**src/rtl/sysbus_arbiter_pkg.sv**
```systemverilog
// sysbus_arbiter_pkg
// Shared types for the marvin system-bus arbiter slice.
//   SYSBUS_ADDR_W / SYSBUS_DATA_W : default bus widths
//   sysbus_cmd_t                  : one latched master command {we, addr, wdata}
//   sysbus_state_t                : arbiter FSM states
package sysbus_arbiter_pkg;

  localparam int SYSBUS_ADDR_W = 24;
  localparam int SYSBUS_DATA_W = 16;

  typedef struct packed {
    logic                     we;
    logic [SYSBUS_ADDR_W-1:0] addr;
    logic [SYSBUS_DATA_W-1:0] wdata;
  } sysbus_cmd_t;

  typedef enum logic [1:0] {
    ST_IDLE  = 2'd0,
    ST_ISSUE = 2'd1,
    ST_RESP  = 2'd2,
    ST_ACK   = 2'd3
  } sysbus_state_t;

endpackage

```
**src/rtl/sysbus_arbiter_if.sv**
```systemverilog
// sysbus_arbiter_if
// Bundles the master-facing and slave-facing bus signals of the arbiter.
//   m_req/m_we/m_addr/m_wdata : per-master command inputs
//   m_ack/m_err/m_rdata       : completion back to the masters
//   s_req/s_we/s_addr/s_wdata : command toward the single slave
//   s_gnt/s_rvalid/s_rdata    : slave handshake and read data
// Modport "master" is the arbiter's own view (it masters the slave bus);
// modport "slave" is the surrounding system's view (masters plus slave).
interface sysbus_arbiter_if #(
  parameter int N_MASTERS = 4,
  parameter int ADDR_W    = 24,
  parameter int DATA_W    = 16
);

  logic [N_MASTERS-1:0]             m_req;
  logic [N_MASTERS-1:0]             m_we;
  logic [N_MASTERS-1:0][ADDR_W-1:0] m_addr;
  logic [N_MASTERS-1:0][DATA_W-1:0] m_wdata;
  logic [N_MASTERS-1:0]             m_ack;
  logic                             m_err;
  logic [DATA_W-1:0]                m_rdata;

  logic              s_req;
  logic              s_we;
  logic [ADDR_W-1:0] s_addr;
  logic [DATA_W-1:0] s_wdata;
  logic              s_gnt;
  logic              s_rvalid;
  logic [DATA_W-1:0] s_rdata;

  modport master (
    input  m_req, m_we, m_addr, m_wdata, s_gnt, s_rvalid, s_rdata,
    output m_ack, m_err, m_rdata, s_req, s_we, s_addr, s_wdata
  );

  modport slave (
    output m_req, m_we, m_addr, m_wdata, s_gnt, s_rvalid, s_rdata,
    input  m_ack, m_err, m_rdata, s_req, s_we, s_addr, s_wdata
  );

endinterface

```
**src/rtl/sysbus_arbiter_rr.sv**
```systemverilog
// rr_arbiter
// Combinational round-robin picker.
//   req   : request vector, one bit per master
//   last  : index of the most recently served master
//   valid : any request present
//   idx   : first requester at or after last+1, wrapping modulo N
module rr_arbiter #(
  parameter int N = 4
) (
  input  logic [N-1:0]         req,
  input  logic [$clog2(N)-1:0] last,
  output logic                 valid,
  output logic [$clog2(N)-1:0] idx
);

  localparam int IDX_W = $clog2(N);

  function automatic logic [IDX_W-1:0] wrap_idx(input int base, input int off);
    int sum;
    sum = (base + off) % N;
    return IDX_W'(sum);
  endfunction

  // Walk offsets from the far end toward last+1 so the closest requester
  // is the final assignment and therefore wins.
  always_comb begin
    valid = 1'b0;
    idx   = '0;
    for (int i = N; i >= 1; i--) begin
      if (req[wrap_idx(int'(last), i)]) begin
        valid = 1'b1;
        idx   = wrap_idx(int'(last), i);
      end
    end
  end

endmodule

```
**src/rtl/sysbus_arbiter.sv**
```systemverilog
// sysbus_arbiter
// N-master to 1-slave round-robin system-bus arbiter with per-transaction
// timeout. Each accepted command is latched, issued with s_req/s_gnt, and
// completed with a one-cycle one-hot m_ack (m_err flags a timeout).
//   clk  : system clock, rising edge
//   rst_ : asynchronous active-low reset
//   bus  : sysbus_arbiter_if.master, all master-side and slave-side signals
// Every output is a register, so nothing combinational reaches s_* from m_*.
module sysbus_arbiter #(
  parameter int N_MASTERS = 4,
  parameter int ADDR_W    = 24,
  parameter int DATA_W    = 16,
  parameter int TIMEOUT   = 255
) (
  input  logic                clk,
  input  logic                rst_,
  sysbus_arbiter_if.master    bus
);

  import sysbus_arbiter_pkg::*;

  localparam int IDX_W = $clog2(N_MASTERS);
  localparam int CNT_W = $clog2(TIMEOUT + 1);

  sysbus_state_t    state;
  logic [IDX_W-1:0] owner;
  logic [IDX_W-1:0] last;
  logic [CNT_W-1:0] tcount;
  logic             pick_valid;
  logic [IDX_W-1:0] pick_idx;
  logic             timed_out;

  rr_arbiter #(.N(N_MASTERS)) u_rr (
    .req   (bus.m_req),
    .last  (last),
    .valid (pick_valid),
    .idx   (pick_idx)
  );

  // tcount holds the number of ISSUE/RESP cycles already spent, so the
  // abort fires in the (TIMEOUT+1)-th such cycle.
  assign timed_out = (tcount == CNT_W'(TIMEOUT));

  // m_ack/m_err/m_rdata default to zero each cycle and are only loaded on
  // the transition into ACK, which makes them exactly one cycle wide.
  always_ff @(posedge clk or negedge rst_) begin
    if (!rst_) begin
      state       <= ST_IDLE;
      owner       <= '0;
      last        <= IDX_W'(N_MASTERS - 1);
      tcount      <= '0;
      bus.m_ack   <= '0;
      bus.m_err   <= 1'b0;
      bus.m_rdata <= '0;
      bus.s_req   <= 1'b0;
      bus.s_we    <= 1'b0;
      bus.s_addr  <= '0;
      bus.s_wdata <= '0;
    end else begin
      bus.m_ack   <= '0;
      bus.m_err   <= 1'b0;
      bus.m_rdata <= '0;
      case (state)
        ST_IDLE: begin
          if (pick_valid) begin
            owner       <= pick_idx;
            last        <= pick_idx;
            bus.s_we    <= bus.m_we[pick_idx];
            bus.s_addr  <= bus.m_addr[pick_idx];
            bus.s_wdata <= bus.m_wdata[pick_idx];
            bus.s_req   <= 1'b1;
            tcount      <= '0;
            state       <= ST_ISSUE;
          end
        end
        ST_ISSUE: begin
          tcount <= tcount + 1'b1;
          if (timed_out) begin
            bus.s_req        <= 1'b0;
            bus.m_ack[owner] <= 1'b1;
            bus.m_err        <= 1'b1;
            state            <= ST_ACK;
          end else if (bus.s_gnt) begin
            bus.s_req <= 1'b0;
            if (bus.s_we) begin
              bus.m_ack[owner] <= 1'b1;
              state            <= ST_ACK;
            end else if (bus.s_rvalid) begin
              bus.m_rdata      <= bus.s_rdata;
              bus.m_ack[owner] <= 1'b1;
              state            <= ST_ACK;
            end else begin
              state <= ST_RESP;
            end
          end
        end
        ST_RESP: begin
          tcount <= tcount + 1'b1;
          if (timed_out) begin
            bus.m_ack[owner] <= 1'b1;
            bus.m_err        <= 1'b1;
            state            <= ST_ACK;
          end else if (bus.s_rvalid) begin
            bus.m_rdata      <= bus.s_rdata;
            bus.m_ack[owner] <= 1'b1;
            state            <= ST_ACK;
          end
        end
        ST_ACK: begin
          state <= ST_IDLE;
        end
        default: begin
          state <= ST_IDLE;
        end
      endcase
    end
  end

endmodule

```
**src/flat_wrapper.sv**
```systemverilog
// flat-port wrapper written by rule: the top's interface ports become plain ports
module sysbus_arbiter_flat import sysbus_arbiter_pkg::*;
#(
  parameter int N_MASTERS = 4,
  parameter int ADDR_W    = 24,
  parameter int DATA_W    = 16,
  parameter int TIMEOUT   = 255
)
  (clk, rst_, bus_m_req, bus_m_we, bus_m_addr, bus_m_wdata, bus_s_gnt, bus_s_rvalid, bus_s_rdata, bus_m_ack, bus_m_err, bus_m_rdata, bus_s_req, bus_s_we, bus_s_addr, bus_s_wdata);
  sysbus_arbiter_if #(.N_MASTERS(N_MASTERS), .ADDR_W(ADDR_W), .DATA_W(DATA_W)) bus_i ();
  input  logic clk;
  input  logic rst_;
  input wire logic [$bits(bus_i.m_req)-1:0] bus_m_req;
  input wire logic [$bits(bus_i.m_we)-1:0] bus_m_we;
  input wire logic [$bits(bus_i.m_addr)-1:0] bus_m_addr;
  input wire logic [$bits(bus_i.m_wdata)-1:0] bus_m_wdata;
  input wire logic [$bits(bus_i.s_gnt)-1:0] bus_s_gnt;
  input wire logic [$bits(bus_i.s_rvalid)-1:0] bus_s_rvalid;
  input wire logic [$bits(bus_i.s_rdata)-1:0] bus_s_rdata;
  output wire logic [$bits(bus_i.m_ack)-1:0] bus_m_ack;
  output wire logic [$bits(bus_i.m_err)-1:0] bus_m_err;
  output wire logic [$bits(bus_i.m_rdata)-1:0] bus_m_rdata;
  output wire logic [$bits(bus_i.s_req)-1:0] bus_s_req;
  output wire logic [$bits(bus_i.s_we)-1:0] bus_s_we;
  output wire logic [$bits(bus_i.s_addr)-1:0] bus_s_addr;
  output wire logic [$bits(bus_i.s_wdata)-1:0] bus_s_wdata;
  assign bus_i.m_req = bus_m_req;
  assign bus_i.m_we = bus_m_we;
  assign bus_i.m_addr = bus_m_addr;
  assign bus_i.m_wdata = bus_m_wdata;
  assign bus_i.s_gnt = bus_s_gnt;
  assign bus_i.s_rvalid = bus_s_rvalid;
  assign bus_i.s_rdata = bus_s_rdata;
  assign bus_m_ack = bus_i.m_ack;
  assign bus_m_err = bus_i.m_err;
  assign bus_m_rdata = bus_i.m_rdata;
  assign bus_s_req = bus_i.s_req;
  assign bus_s_we = bus_i.s_we;
  assign bus_s_addr = bus_i.s_addr;
  assign bus_s_wdata = bus_i.s_wdata;
  sysbus_arbiter #(.N_MASTERS(N_MASTERS), .ADDR_W(ADDR_W), .DATA_W(DATA_W), .TIMEOUT(TIMEOUT)) u_core (.clk(clk), .rst_(rst_), .bus(bus_i));
endmodule
```
**config.mk**
```make
export PLATFORM = sky130hd
export DESIGN_NAME = sysbus_arbiter_flat
export DESIGN_NICKNAME = d
export VERILOG_FILES = /design/src/rtl/sysbus_arbiter_pkg.sv /design/src/rtl/sysbus_arbiter_if.sv /design/src/rtl/sysbus_arbiter_rr.sv /design/src/rtl/sysbus_arbiter.sv /design/src/flat_wrapper.sv
export SDC_FILE = /design/constraint.sdc
export NUM_CORES = 1
export LEC_CHECK = 0
export BUFFER_PORTS_ARGS = -buffer_cell sky130_fd_sc_hd__buf_2
export CAP_MARGIN = 15
export CORE_MARGIN = 5
export CORE_UTILIZATION = 44
export DETAILED_ROUTE_END_ITERATION = 6
export GPL_TIMING_DRIVEN = 0
export PLACE_DENSITY = 0.87
export SLEW_MARGIN = 20
export SYNTH_ARGS = -nofsm -noshare
export SYNTH_HDL_FRONTEND = slang
export SYNTH_HIERARCHICAL = 1
export SYNTH_SLANG_ARGS = --single-unit
```
**constraint.sdc**
```tcl
create_clock -name clk -period 2.8 [get_ports clk]
set_input_delay 0.56 -clock clk [delete_from_list [all_inputs] [get_ports clk]]
set_output_delay 0.56 -clock clk [all_outputs]
set_load 0.05 [all_outputs]
```
* Word level (Yosys, flattened, before mapping)
Index checks and enable logic that the tools add are counted.
** Word-level totals
- Register bits after elaboration :: 77
- Output and inout port bits :: 63
- Input port bits :: 188
** Cells by class
- Equality and inequality tests :: 7
- Mux-type cells :: 52
- Order comparisons :: 7
- Reductions and logical operators :: 9
- Add/subtract/negate cells :: 5
** Operators with widths (count)
- $mux W16 :: 6
- $bmux W24 S2 :: 1
- $bmux W16 S2 :: 1
- $pmux W16 S2 :: 1
- $mux W24 :: 1
- $mux W2 :: 10
- $mux W4 :: 5
- $lt A2 B3 Y1 const B :: 6
- $mux W1 :: 16
- $pmux W8 S2 :: 1
- $bmux W1 S2 :: 5
- $add A8 B1 Y8 const B :: 1
- $eq A8 B8 Y1 const B :: 1
- $mux W8 :: 1
- $pmux W2 S4 :: 1
- $pmux W4 S2 :: 1
- $ne A3 B2 Y1 const B :: 2
- $reduce_and A3 Y1 :: 2
- $add A2 B1 Y2 const B :: 2
- $add A2 B2 Y2 const B :: 2
- $eq A2 B2 Y1 const B :: 2
- $reduce_and A2 Y1 :: 2
- $reduce_bool A2 Y1 :: 2
- $demux W1 S2 :: 1
- 7 further kinds :: 7

* Longest topological paths before layout
- Depth after elaboration :: 9
- Gate-level depth with buffers :: 7
- Mapped depth without buffers :: 6

* By module
The synthesis kept the hierarchy.
** By module, submodules not included
- sysbus_arbiter :: times used 1, cells each 277, sequential area each 1929.4 um2, area each 4073.9 um2
- rr_arbiter :: times used 1, cells each 14, sequential area each 0.0 um2, area each 91.3 um2

* Worst setup path after synthesis
No wires, ideal clock.
- Kind :: input-to-reg
- From :: in bus_m_req[2]
- To :: reg u_core.bus.s_wdata[2]
- Arrival time :: 2.015 ns
- Stages :: 7
- Path buffers :: 2
- Setup slack :: 0.660 ns
- Cell sequence :: and2b_1 -> a21oi_2 -> o221ai_2 -> buf_6 -> buf_12 -> mux4_2 -> mux2_2
** On the way
- Word-level cells in the longest chain between the ends :: 8
** RTL lines
- start, declared :: line flat_wrapper.sv:13 : input wire logic [$bits(bus_i.m_req)-1:0] bus_m_req;
- $bmux W1 S2 :: line sysbus_arbiter_rr.sv:30 : if (req[wrap_idx(int'(last), i)]) begin
- $mux W1 (not written as such) :: line sysbus_arbiter_rr.sv:30
- $mux W2 (3 in series) :: line sysbus_arbiter_rr.sv:30
- $mux W2 * :: line sysbus_arbiter_rr.sv:30
- via u_core.pick_idx[0] :: line sysbus_arbiter.sv:30 : logic [IDX_W-1:0] pick_idx;
- $bmux W16 S2 * :: line sysbus_arbiter.sv:70 : bus.s_wdata <= bus.m_wdata[pick_idx];
- $mux W16 (not written as such) * :: line sysbus_arbiter.sv:70
- end signal, assigned :: line sysbus_arbiter.sv:70
- end, declared :: line sysbus_arbiter_if.sv:33 : output m_ack, m_err, m_rdata, s_req, s_we, s_addr, s_wdata
Mark *: on every way through the listed nets, which the timed path passes. The rest lies on a longest branch. The select of a mux whose other input is x is not followed.
A chain may end at the register's enable or synchronous reset.

* Worst setup path in the final report
- From :: reg u_core.last[1]
- To :: reg u_core.bus.s_addr[11]
** On the way
- Word-level cells in the longest chain between the ends :: 9
** RTL lines
- start, declared :: line sysbus_arbiter.sv:27 : logic [IDX_W-1:0] last;
- start signal, assigned :: line sysbus_arbiter.sv:50 : last <= IDX_W'(N_MASTERS - 1);
- start signal, assigned :: line sysbus_arbiter.sv:67 : last <= pick_idx;
- $add A2 B1 Y2 :: line sysbus_arbiter_rr.sv:20 : sum = (base + off) % N;
- $bmux W1 S2 :: line sysbus_arbiter_rr.sv:30
- $mux W1 (not written as such) :: line sysbus_arbiter_rr.sv:30
- $mux W2 (3 in series) :: line sysbus_arbiter_rr.sv:30
- $mux W2 * :: line sysbus_arbiter_rr.sv:30
- via u_core.pick_idx[1] :: line sysbus_arbiter.sv:30
- $bmux W24 S2 * :: line sysbus_arbiter.sv:69 : bus.s_addr <= bus.m_addr[pick_idx];
- $mux W24 (not written as such) * :: line sysbus_arbiter.sv:69
- end signal, assigned :: line sysbus_arbiter.sv:69
- end, declared :: line sysbus_arbiter_if.sv:33
Marks and branches as above.

==> flow_metrics.tcl <==
set metrics [dict create \
    numPortBuffers 250 \
    r2r_slack_ns 0.44 \
    powerDensity_mw_per_mm2 1140 \
    grt_pass1_wl_um 18500 \
    r2r-end "u_core/bus.s_addr[11]" \
    first_global_vias 3821 \
    ant_nets 0 \
    critPathLaunchType "flip-flop" \
    grt_remaining_overflow 0 \
    startpoint "u_core/last[1]" \
    synth_edf_count 0 \
    core-area_mm2 0.00924 \
    worstMarginPinSlew_ns 0.616 \
    yosys.area.top_type "dfrtp_1" \
    ctsHoldBuffers 0 \
    ys_ff_latch 77 \
    initial_utilization_pct 45.1 \
    ctsResizeCount 0 \
    cap_violations 0 \
    whs_ns 0.171 \
    insertion_delay_ns 0.34 \
    cts-root-buf "clkbuf_8" \
    yosys.cell_count.top_type "dfrtp_1" \
    grtUsageTotal_pct 20.5 \
    filler_cell_count 734 \
    hold_class "in2async" \
    cp_data_required_time_ns 3.02 \
    io_pins 251 \
    synthTopCellsByArea "dfrtp_1 45%, mux4_2 21%, mux2_2 11%" \
    rsz0062_at_grt "no" \
    ys_types 38 \
    num-nets-final 746 \
    period_needed_ns 2.36 \
    status "complete, no violations" \
    setup_tns_ns 0 \
    dp_hpwl_um 10200 \
    p_comb_share_pct 60.6 \
    drv_slew 0 \
    endpoint "u_core/bus.s_addr[11]" \
    ys_seq_area_share_pct 46.3 \
    diodes 0 \
    synthFlopType "dfrtp_1" \
    worstSetupPathType "reg2reg" \
    drt-wirelength-per-cell_um 17.8 \
    route.detailed.drc 0 \
    dp.cells 671 \
    setup_viol 0 \
    numCtsBuffers 9 \
    synthArstFlopShare_pct 100 \
    synth_commonest_cells "75 x dfrtp_1, 42 x mux2_2, 39 x mux4_2" \
    syn_to_final_growth_pct 38.7 \
    final.setup_skew_ns 0.0104 \
    avgSynthCellArea_um2 14.3 \
    syn-cell-area_mm2 0.00417 \
    cts.sinks 77 \
    slew_headroom_pct 57.7 \
    r2r_start "u_core/last[1]" \
    synthCells 291 \
    antenna_found_initial 0 \
    gp_congestion 0.810 \
    layout-drive-gt1-share_pct 65.8 \
    cp_max_fo 10 \
    total_power_uw 6590 \
    vias 3561 \
    grt_max_degree 40 \
    seqPwrFrac_pct 27.9 \
    setup_slack_ns 0.437 \
    postCtsSetupBuffers 0 \
    synth_warnings 6 \
    cts_tree "built" \
    clk_path_buf_depth 2 \
    p_leak_uw 0.00285 \
    period_share_pct 84.4 \
    fmaxAchievable_mhz 423 \
    hold_viol 0 \
    p_sw_uw 3140 \
    swShare_pct 47.7 \
    first_iter_violations 120 \
    die_h_um 107 \
    syn_nets 484 \
    viasPerCell 5.18 \
    cp.arrival_ns 2.58 \
    p_int_uw 3440 \
    power.share.clock_pct 11.5 \
    die_w_um 107 \
    die_area_mm2 0.0115 \
    rows 35 \
    fin_cells 687 \
    synth_top_area_share_pct 45.1 \
    worstRegToRegCells 6 \
    dp_slack_ns 0.239 \
    h-tree-depth 3 \
    cp-end-kind "flip-flop" \
    detail_route.first_pass.iterations 4 \
    path_clk_slew_ns 0.09 \
    vdd_drop_max_v 0.000633 \
    wl_um 12200 \
]
layer usage:
metal	global-route usage, %	vias to the layer above	routed length (um)
met5	0	-	0
met4	6.67	0	144
met3	4.80	11	959
met2	38.1	162	6730
met1	23.1	1765	4400
li1	-	1623	-
layout by cell type (no fill, tap or decap), types with 2 or more instances in the layout:
cell	synthesis	final
xnor2_1	4	4
clkinvlp_4	0	4
dfstp_2	2	2
nor3b_1	2	2
inv_6	0	2
buf_2	9	258
mux4_2	39	39
inv_1	4	4
nand2b_1	4	4
mux4_1	2	2
and2_1	17	17
o21ai_0	6	6
clkbuf_8	0	9
buf_12	4	5
nor2b_1	3	3
nor2_1	14	14
a31oi_1	3	3
or3_1	2	2
ha_1	5	5
mux2i_1	3	3
a21oi_1	8	8
nand3_1	5	5
mux2_2	42	42
dfrtp_1	75	75
nand2_1	14	14
nor3_1	6	6
clkbuf_1	4	5
critical path: stages, from the launching register on:
cell and delay, ns:
dfstp_2 0.59, a31oi_1 0.11, a21oi_1 0.13, buf_2 0.21
clkbuf_1 0.51, mux4_2 0.41, mux2_2 0.28
power groups by stage:
stage / Combinational [uW] / Clock [uW] / Sequential (uW)
2_1_floorplan: 1820 / 0 / 3070
3_3_place_gp: 3910 / 0 / 1820
3_5_place_dp: 4030 / 0 / 1850
4_1_cts: 4030 / 784 / 1830
5_1_grt: 4240 / 836 / 1890
6_report: 3990 / 756 / 1840
cells by family (layout without fill, tap and decap cells):
| kind of cell | after synthesis | after routing | synth area share, % |
|---|---|---|---|
| buffers and inverters | 22 | 289 | 3.99 |
| and+or+nand+nor | 71 | 71 | 8.86 |
| muxes | 86 | 86 | 34.4 |
| DFF | 77 | 77 | 46.3 |
| AOI/OAI and AO/OA | 26 | 26 | 4.06 |
| adders and majority gates | 5 | 5 | 1.50 |
| xor gates and xnor gates | 4 | 4 | 0.841 |
worst min path at each step:
stage,startpoint,endpoint,slack (ns),cells after the start
finish,rst_,u_core/bus.m_rdata[9],0.17,1
global placement,u_core/last[0],u_core/last[0],0.47,2
detailed placement,u_core/last[0],u_core/last[0],0.48,2
global route,rst_,u_core/bus.m_rdata[9],0.19,1
CTS,rst_,u_core/bus.m_rdata[13],0.17,1
floorplan,rst_,u_core/bus.m_ack[0],0.26,0
stage by stage:
step,utilization [%],area [um2]
6_report,62.5,5780
4_1_cts,62.5,5780
3_5_place_dp,60.6,5600
2_1_floorplan,-,4170
3_3_place_gp,60.4,5580
5_1_grt,62.5,5780
area by class of cell:
class | instances | area [um2] | share of cell area (%)
Multi-Input combinational cell | 192 | 2070 | 35.8
Sequential cell | 77 | 1930 | 33.4
Timing Repair Buffer | 251 | 1270 | 22.1
Tap cell | 129 | 161 | 2.79
Buffer | 18 | 151 | 2.62
Clock buffer | 10 | 128 | 2.21
Clock inverter | 6 | 47.5 | 0.823
Inverter | 4 | 15.0 | 0.260
registers in the layout, indices dropped and copies added (netlist names):
name                flops
u_core/bus.m_rdata     16
u_core/tcount           8
u_core/bus.s_wdata     16
u_core/bus.s_we         1
u_core/bus.m_err        1
u_core/last             2
u_core/bus.s_addr      24
u_core/state            2
u_core/bus.m_ack        4
u_core/bus.s_req        1
u_core/owner            2
(Power assumes the default switching activity.)
